--- src/rtl/sort8_pkg.sv ---
// sort8_pkg: shared types and defaults for the streaming insertion sorter.
//   state_t   : sorter FSM states (LOAD, DRAIN)
//   slot_op_t : per-slot next-value select
//   slot_t    : canonical slot layout (value, plus arrival index when
//               SORT8_IDX_EN is defined)
// Optional feature macro: SORT8_IDX_EN (arrival-index tracking).
package sort8_pkg;

    localparam int unsigned SORT8_W  = 8;
    localparam int unsigned SORT8_N  = 8;
    localparam int unsigned SORT8_IW = $clog2(SORT8_N);

    typedef enum logic {
        LOAD,
        DRAIN
    } state_t;

    typedef enum logic [1:0] {
        OP_HOLD,
        OP_NEW,
        OP_UP,
        OP_DOWN
    } slot_op_t;

    typedef struct packed {
        logic [SORT8_W-1:0]  value;
`ifdef SORT8_IDX_EN
        logic [SORT8_IW-1:0] idx;
`endif
    } slot_t;

endpackage

--- src/rtl/sort8_cell.sv ---
// sort8_cell: one storage slot of the insertion sorter.
// Ports:
//   clk, rst_n          : clock, synchronous active-low reset
//   op                  : next-value select (hold / load new / take lower / take upper)
//   occupied            : slot currently holds a frame element
//   new_val             : incoming element (also the compare operand)
//   lower_val/upper_val : neighbour slot values for shift-up / shift-down
//   val                 : stored value
//   le                  : occupied & (val <= new_val)
//   new_idx/lower_idx/upper_idx/idx : arrival-index path (SORT8_IDX_EN only)
// Optional feature macro: SORT8_IDX_EN.
module sort8_cell
    import sort8_pkg::*;
#(
    parameter int unsigned W  = SORT8_W
`ifdef SORT8_IDX_EN
   ,parameter int unsigned IW = SORT8_IW
`endif
) (
    input  logic          clk,
    input  logic          rst_n,
    input  slot_op_t      op,
    input  logic          occupied,
    input  logic [W-1:0]  new_val,
    input  logic [W-1:0]  lower_val,
    input  logic [W-1:0]  upper_val,
`ifdef SORT8_IDX_EN
    input  logic [IW-1:0] new_idx,
    input  logic [IW-1:0] lower_idx,
    input  logic [IW-1:0] upper_idx,
    output logic [IW-1:0] idx,
`endif
    output logic [W-1:0]  val,
    output logic          le
);

    always_ff @(posedge clk) begin
        if (!rst_n) begin
            val <= '0;
        end else begin
            case (op)
                OP_NEW:  val <= new_val;
                OP_UP:   val <= lower_val;
                OP_DOWN: val <= upper_val;
                default: val <= val;
            endcase
        end
    end

`ifdef SORT8_IDX_EN
    always_ff @(posedge clk) begin
        if (!rst_n) begin
            idx <= '0;
        end else begin
            case (op)
                OP_NEW:  idx <= new_idx;
                OP_UP:   idx <= lower_idx;
                OP_DOWN: idx <= upper_idx;
                default: idx <= idx;
            endcase
        end
    end
`endif

    // Empty slots never compare, so no value acts as a sentinel.
    assign le = occupied && (val <= new_val);

endmodule

--- src/rtl/sort8_stream.sv ---
// sort8_stream: streaming N-entry insertion sorter.
// Accepts one unsigned element per cycle (LOAD), keeps the slots ascending,
// then drains the frame smallest-first (DRAIN). Equal values leave in arrival
// order.
// Ports:
//   clk, rst_n          : clock, synchronous active-low reset
//   in_valid/in_ready   : input handshake (in_ready=1 only in LOAD)
//   in_data             : input element
//   out_valid/out_ready : output handshake (out_valid=1 only in DRAIN)
//   out_data            : smallest remaining element (register of slot 0)
//   out_last            : out_data is the final element of the frame
//   out_idx             : arrival index of out_data (SORT8_IDX_EN only)
// Optional feature macro: SORT8_IDX_EN.
module sort8_stream
    import sort8_pkg::*;
#(
    parameter int unsigned W = SORT8_W,
    parameter int unsigned N = SORT8_N
) (
    input  logic                 clk,
    input  logic                 rst_n,
    input  logic                 in_valid,
    output logic                 in_ready,
    input  logic [W-1:0]         in_data,
    output logic                 out_valid,
    input  logic                 out_ready,
    output logic [W-1:0]         out_data,
`ifdef SORT8_IDX_EN
    output logic [$clog2(N)-1:0] out_idx,
`endif
    output logic                 out_last
);

    localparam int unsigned CW = $clog2(N + 1);
`ifdef SORT8_IDX_EN
    localparam int unsigned IW = $clog2(N);
`endif

    state_t         state_q, state_d;
    logic [CW-1:0]  cnt_q;
    logic [CW-1:0]  k;
    logic [N-1:0]   le;
    logic [W-1:0]   val [N];
`ifdef SORT8_IDX_EN
    logic [IW-1:0]  idx [N];
`endif
    logic           accept;
    logic           drain_hs;
    logic           last;

    // ---------------- FSM ----------------
    always_ff @(posedge clk) begin
        if (!rst_n) begin
            state_q <= LOAD;
        end else begin
            state_q <= state_d;
        end
    end

    // Handshake outputs depend on state only; in_valid/out_ready only steer
    // the next state.
    always_comb begin
        state_d   = state_q;
        in_ready  = 1'b0;
        out_valid = 1'b0;
        case (state_q)
            LOAD: begin
                in_ready = 1'b1;
                if (in_valid && (cnt_q == CW'(N - 1))) begin
                    state_d = DRAIN;
                end
            end
            DRAIN: begin
                out_valid = 1'b1;
                if (out_ready && last) begin
                    state_d = LOAD;
                end
            end
            default: state_d = LOAD;
        endcase
    end

    assign accept   = in_valid & in_ready;
    assign drain_hs = out_valid & out_ready;
    assign last     = (state_q == DRAIN) && (cnt_q == CW'(1));

    // ---------------- occupancy count ----------------
    always_ff @(posedge clk) begin
        if (!rst_n) begin
            cnt_q <= '0;
        end else if (accept) begin
            cnt_q <= cnt_q + CW'(1);
        end else if (drain_hs) begin
            cnt_q <= cnt_q - CW'(1);
        end
    end

    // Slots are ascending, so the set compare bits form a prefix and their
    // population count is the insert position.
    always_comb begin
        k = '0;
        for (int unsigned j = 0; j < N; j++) begin
            if (le[j]) begin
                k = k + CW'(1);
            end
        end
    end

    // ---------------- slot array ----------------
    for (genvar i = 0; i < N; i++) begin : g_slot
        slot_op_t      op;
        logic          occupied;
        logic [W-1:0]  lower_v, upper_v;

        assign occupied = (CW'(i) < cnt_q);

        always_comb begin
            op = OP_HOLD;
            if (accept) begin
                if (CW'(i) == k) begin
                    op = OP_NEW;
                end else if ((CW'(i) > k) && (CW'(i) <= cnt_q)) begin
                    op = OP_UP;
                end
            end else if (drain_hs) begin
                op = OP_DOWN;
            end
        end

        if (i == 0) begin : g_lo0
            assign lower_v = '0;
        end else begin : g_lo
            assign lower_v = val[i-1];
        end
        if (i == N - 1) begin : g_hiN
            assign upper_v = '0;
        end else begin : g_hi
            assign upper_v = val[i+1];
        end

`ifdef SORT8_IDX_EN
        logic [IW-1:0] lower_i, upper_i;
        if (i == 0) begin : g_loi0
            assign lower_i = '0;
        end else begin : g_loi
            assign lower_i = idx[i-1];
        end
        if (i == N - 1) begin : g_hiiN
            assign upper_i = '0;
        end else begin : g_hii
            assign upper_i = idx[i+1];
        end
`endif

        sort8_cell #(
            .W  (W)
`ifdef SORT8_IDX_EN
           ,.IW (IW)
`endif
        ) u_cell (
            .clk       (clk),
            .rst_n     (rst_n),
            .op        (op),
            .occupied  (occupied),
            .new_val   (in_data),
            .lower_val (lower_v),
            .upper_val (upper_v),
`ifdef SORT8_IDX_EN
            .new_idx   (cnt_q[IW-1:0]),
            .lower_idx (lower_i),
            .upper_idx (upper_i),
            .idx       (idx[i]),
`endif
            .val       (val[i]),
            .le        (le[i])
        );
    end

    // ---------------- output drive ----------------
    assign out_data = val[0];
    assign out_last = last;
`ifdef SORT8_IDX_EN
    assign out_idx  = idx[0];
`endif

endmodule

--- config.mk ---
export PLATFORM = sky130hd
export DESIGN_NAME = sort8_stream
export DESIGN_NICKNAME = d
export VERILOG_FILES = /design/src/rtl/sort8_pkg.sv /design/src/rtl/sort8_cell.sv /design/src/rtl/sort8_stream.sv
export SDC_FILE = /design/constraint.sdc
export NUM_CORES = 1
export LEC_CHECK = 0
export ABC_AREA = 1
export CORE_AREA = 2 2 178 163
export CTS_CLUSTER_DIAMETER = 200
export DETAILED_ROUTE_END_ITERATION = 12
export DIE_AREA = 0 0 180 165
export REMOVE_ABC_BUFFERS = 1
export SYNTH_ARGS = -nofsm -noshare
export SYNTH_HDL_FRONTEND = slang
export SYNTH_HIERARCHICAL = 1
export SYNTH_SLANG_ARGS = --single-unit
--- constraint.sdc ---
create_clock -name clk -period 8.76 [get_ports clk]
set_clock_uncertainty 0.2 [all_clocks]
set_input_delay 0.876 -clock clk [delete_from_list [all_inputs] [get_ports clk]]
set_output_delay 0.876 -clock clk [all_outputs]
set_load 0.02 [all_outputs]
==> results.tsv <==
metric	value	unit
outcome	finished, final reports clean	
grt_pass1_vias	5976	
syn_inst	957	
critical_path.max_stage_delay	0.62	ns
finalSetupTns	0	ns
synth_top_area_cell	dfxtp_1	
vias	6218	
pwr-share-clk	0.301	
io-pin-count	23	
clk_latency	0.35	ns
swShare	0.396	
seqPwrFrac	0.321	
wl_per_cell	13.2	um
p_switching	529	uW
finalInstanceArea	7710	um^2
place.gp.congestion	0.804	
setup_viol	0	
startpoint_type	input port	
internal_power	807	uW
cts-resized-gates	0	
synthTopCellsByArea	dfxtp_1 (20%), nand2_1 (19%), a41oi_2 (15%)	
slew_viol_final	0	
dr.pass1.iters	5	
synth-main-ff-cell	dfxtp_1	
synth_warnings	6	
final_cells	1361	
cts_buffers	9	
drive_gt1_frac	0.161	
finalCritPeriodShare	0.853	
reg2reg_setup_slack	2.19	ns
yosysUniqueCellTypes	30	
htreeDepth	3	
comb_power_share	0.378	
port_buffers	22	
min_period	7.47	ns
rsz0062_at_grt	false	
leakage	0.00356	uW
crit_buf_inv	7	
drcViolationCount	0	
die_x	180	um
yosysTopAreaCellShare	0.201	
ant_nets	0	
syn2layout_area_growth	12.4	%
pwr_density_cell	173	nW/um^2
min_path_type	flip-flop to flip-flop	
cts-root-buf	clkbuf_16	
synth.cell_area	6860	um^2
fin_nets	1084	
crit_arrival	7.53	ns
cpLargestDelayFamily	simple AND/OR/NAND/NOR gates	
clock-sinks	69	
diodes	0	
worst_path_max_delay_cell	or2_1	
die-area	29700	um^2
syn_area_per_cell	7.16	um^2
critPathKind	input port to flip-flop	
path_common_cell	nand2_1	
required	8.82	ns
critPathMaxFanout	16	
fp.coreArea	27600	um^2
timing.slew.headroom	0.463	
grt_pass1_wl	30200	um
die_h	165	um
clock_path_buffers	2	
num_rows	58	
cts_tree	done	
hold_viol	0	
max_cap_viol_count	0	
cts_setup_buffers	0	
clkTransAtPathRegs	0.06	ns
async_reset_ff_frac	0	
end_kind	flip-flop	
drtIter0Drc	335	
yosysMostFrequentCell	nand2_1	
vias_per_cell	4.57	
overflow	0	
grt_usage	0.123	
synth-seq-cells	69	
placed_cell_area	7390	um^2
dp_hpwl	13900	um
totalWireLength	18000	um
initial_core_util	0.248	
synthTopCellsByCount	nand2_1 (338), inv_1 (141), ha_1 (75)	
tightestPinTransition	0.806	ns
grt_max_degree	69	
synth_edf_count	0	
hold_buffers	0	
worst_ir_drop_vdd	108	uV
placedCellCount	1346	
yosysSeqAreaShare	0.201	
antenna_found_initial	0	
max_freq	134	MHz
routing by layer:
layer	vias up	global-route usage	routed length [um]
met1	2893	0.175	9400
met3	13	0.0168	630
met4	0	0.0270	179
li1	3219	-	-
met5	-	0	0
met2	93	0.199	7810
power groups by stage:
stage	registers (uW)	clock network (uW)	logic, uW
CTS	429	412	506
global placement	435	0	489
floorplan	427	0	357
detailed placement	435	0	502
global route	437	423	575
finish	429	402	505
placed cells by master, fill, tap and decap left out, drive strengths merged:
master / netlist / layout
nand3b: 1 / 1
nand4: 10 / 10
o21a: 1 / 1
clkinv: 0 / 1
nor3: 1 / 1
bufinv: 0 / 2
o21bai: 1 / 1
a2bb2oi: 1 / 1
conb: 1 / 16
nand3: 20 / 20
inv: 151 / 151
dfxtp: 69 / 69
buf: 16 / 10
clkbuf: 1 / 11
a41oi: 64 / 64
nand2: 359 / 359
or2: 11 / 11
ha: 75 / 75
a21o: 8 / 8
clkinvlp: 0 / 1
a21oi: 32 / 32
nor2: 57 / 57
o21ai: 78 / 78
clkdlybuf4s50: 0 / 21
sequential cells by signal (all words and copies together), names as in the netlist:
signal,count
g_slot.u_cell/val,64
cnt_q,4
state_q,1
cell families after synthesis:
| family | share of synthesized area |
|---|---|
| DFF | 0.201 |
| AOI/OAI and AO/OA | 0.256 |
| and+or+nand+nor | 0.286 |
| adders and majority gates | 0.137 |
| buffers and inverters | 0.120 |
| other | 0.000547 |
per-stage QoR:
step / util / hold slack (ns) / total power [uW] / worst slack (ns)
CTS: 0.279 / 0.312 / 1350 / 1.31
global route: 0.279 / 0.352 / 1430 / 0.760
finish: 0.279 / 0.309 / 1340 / 1.29
floorplan: - / 0.268 / 784 / 2.48
global placement: 0.267 / 0.294 / 924 / 1.14
detailed placement: 0.267 / 0.301 / 938 / 0.973
cell type report:
| class | count | area, um^2 |
|---|---|---|
| fill | 2992 | 19900 |
| clock inverter | 4 | 72.6 |
| multi-input combinational | 735 | 4710 |
| timing repair buffer | 31 | 283 |
| clock buffer | 11 | 243 |
| tap | 360 | 450 |
| inverter | 151 | 567 |
| sequential | 69 | 1380 |
worst paths after layout:
kind	from	to	cells past startpoint
min	cnt_q[2]	cnt_q[2]	1
max reg2reg	g_slot[0].u_cell/val[5]	g_slot[5].u_cell/val[5]	34
max	in_data[5]	g_slot[5].u_cell/val[5]	37
min reg2reg	cnt_q[2]	cnt_q[2]	1
(Power assumes the default switching activity.)
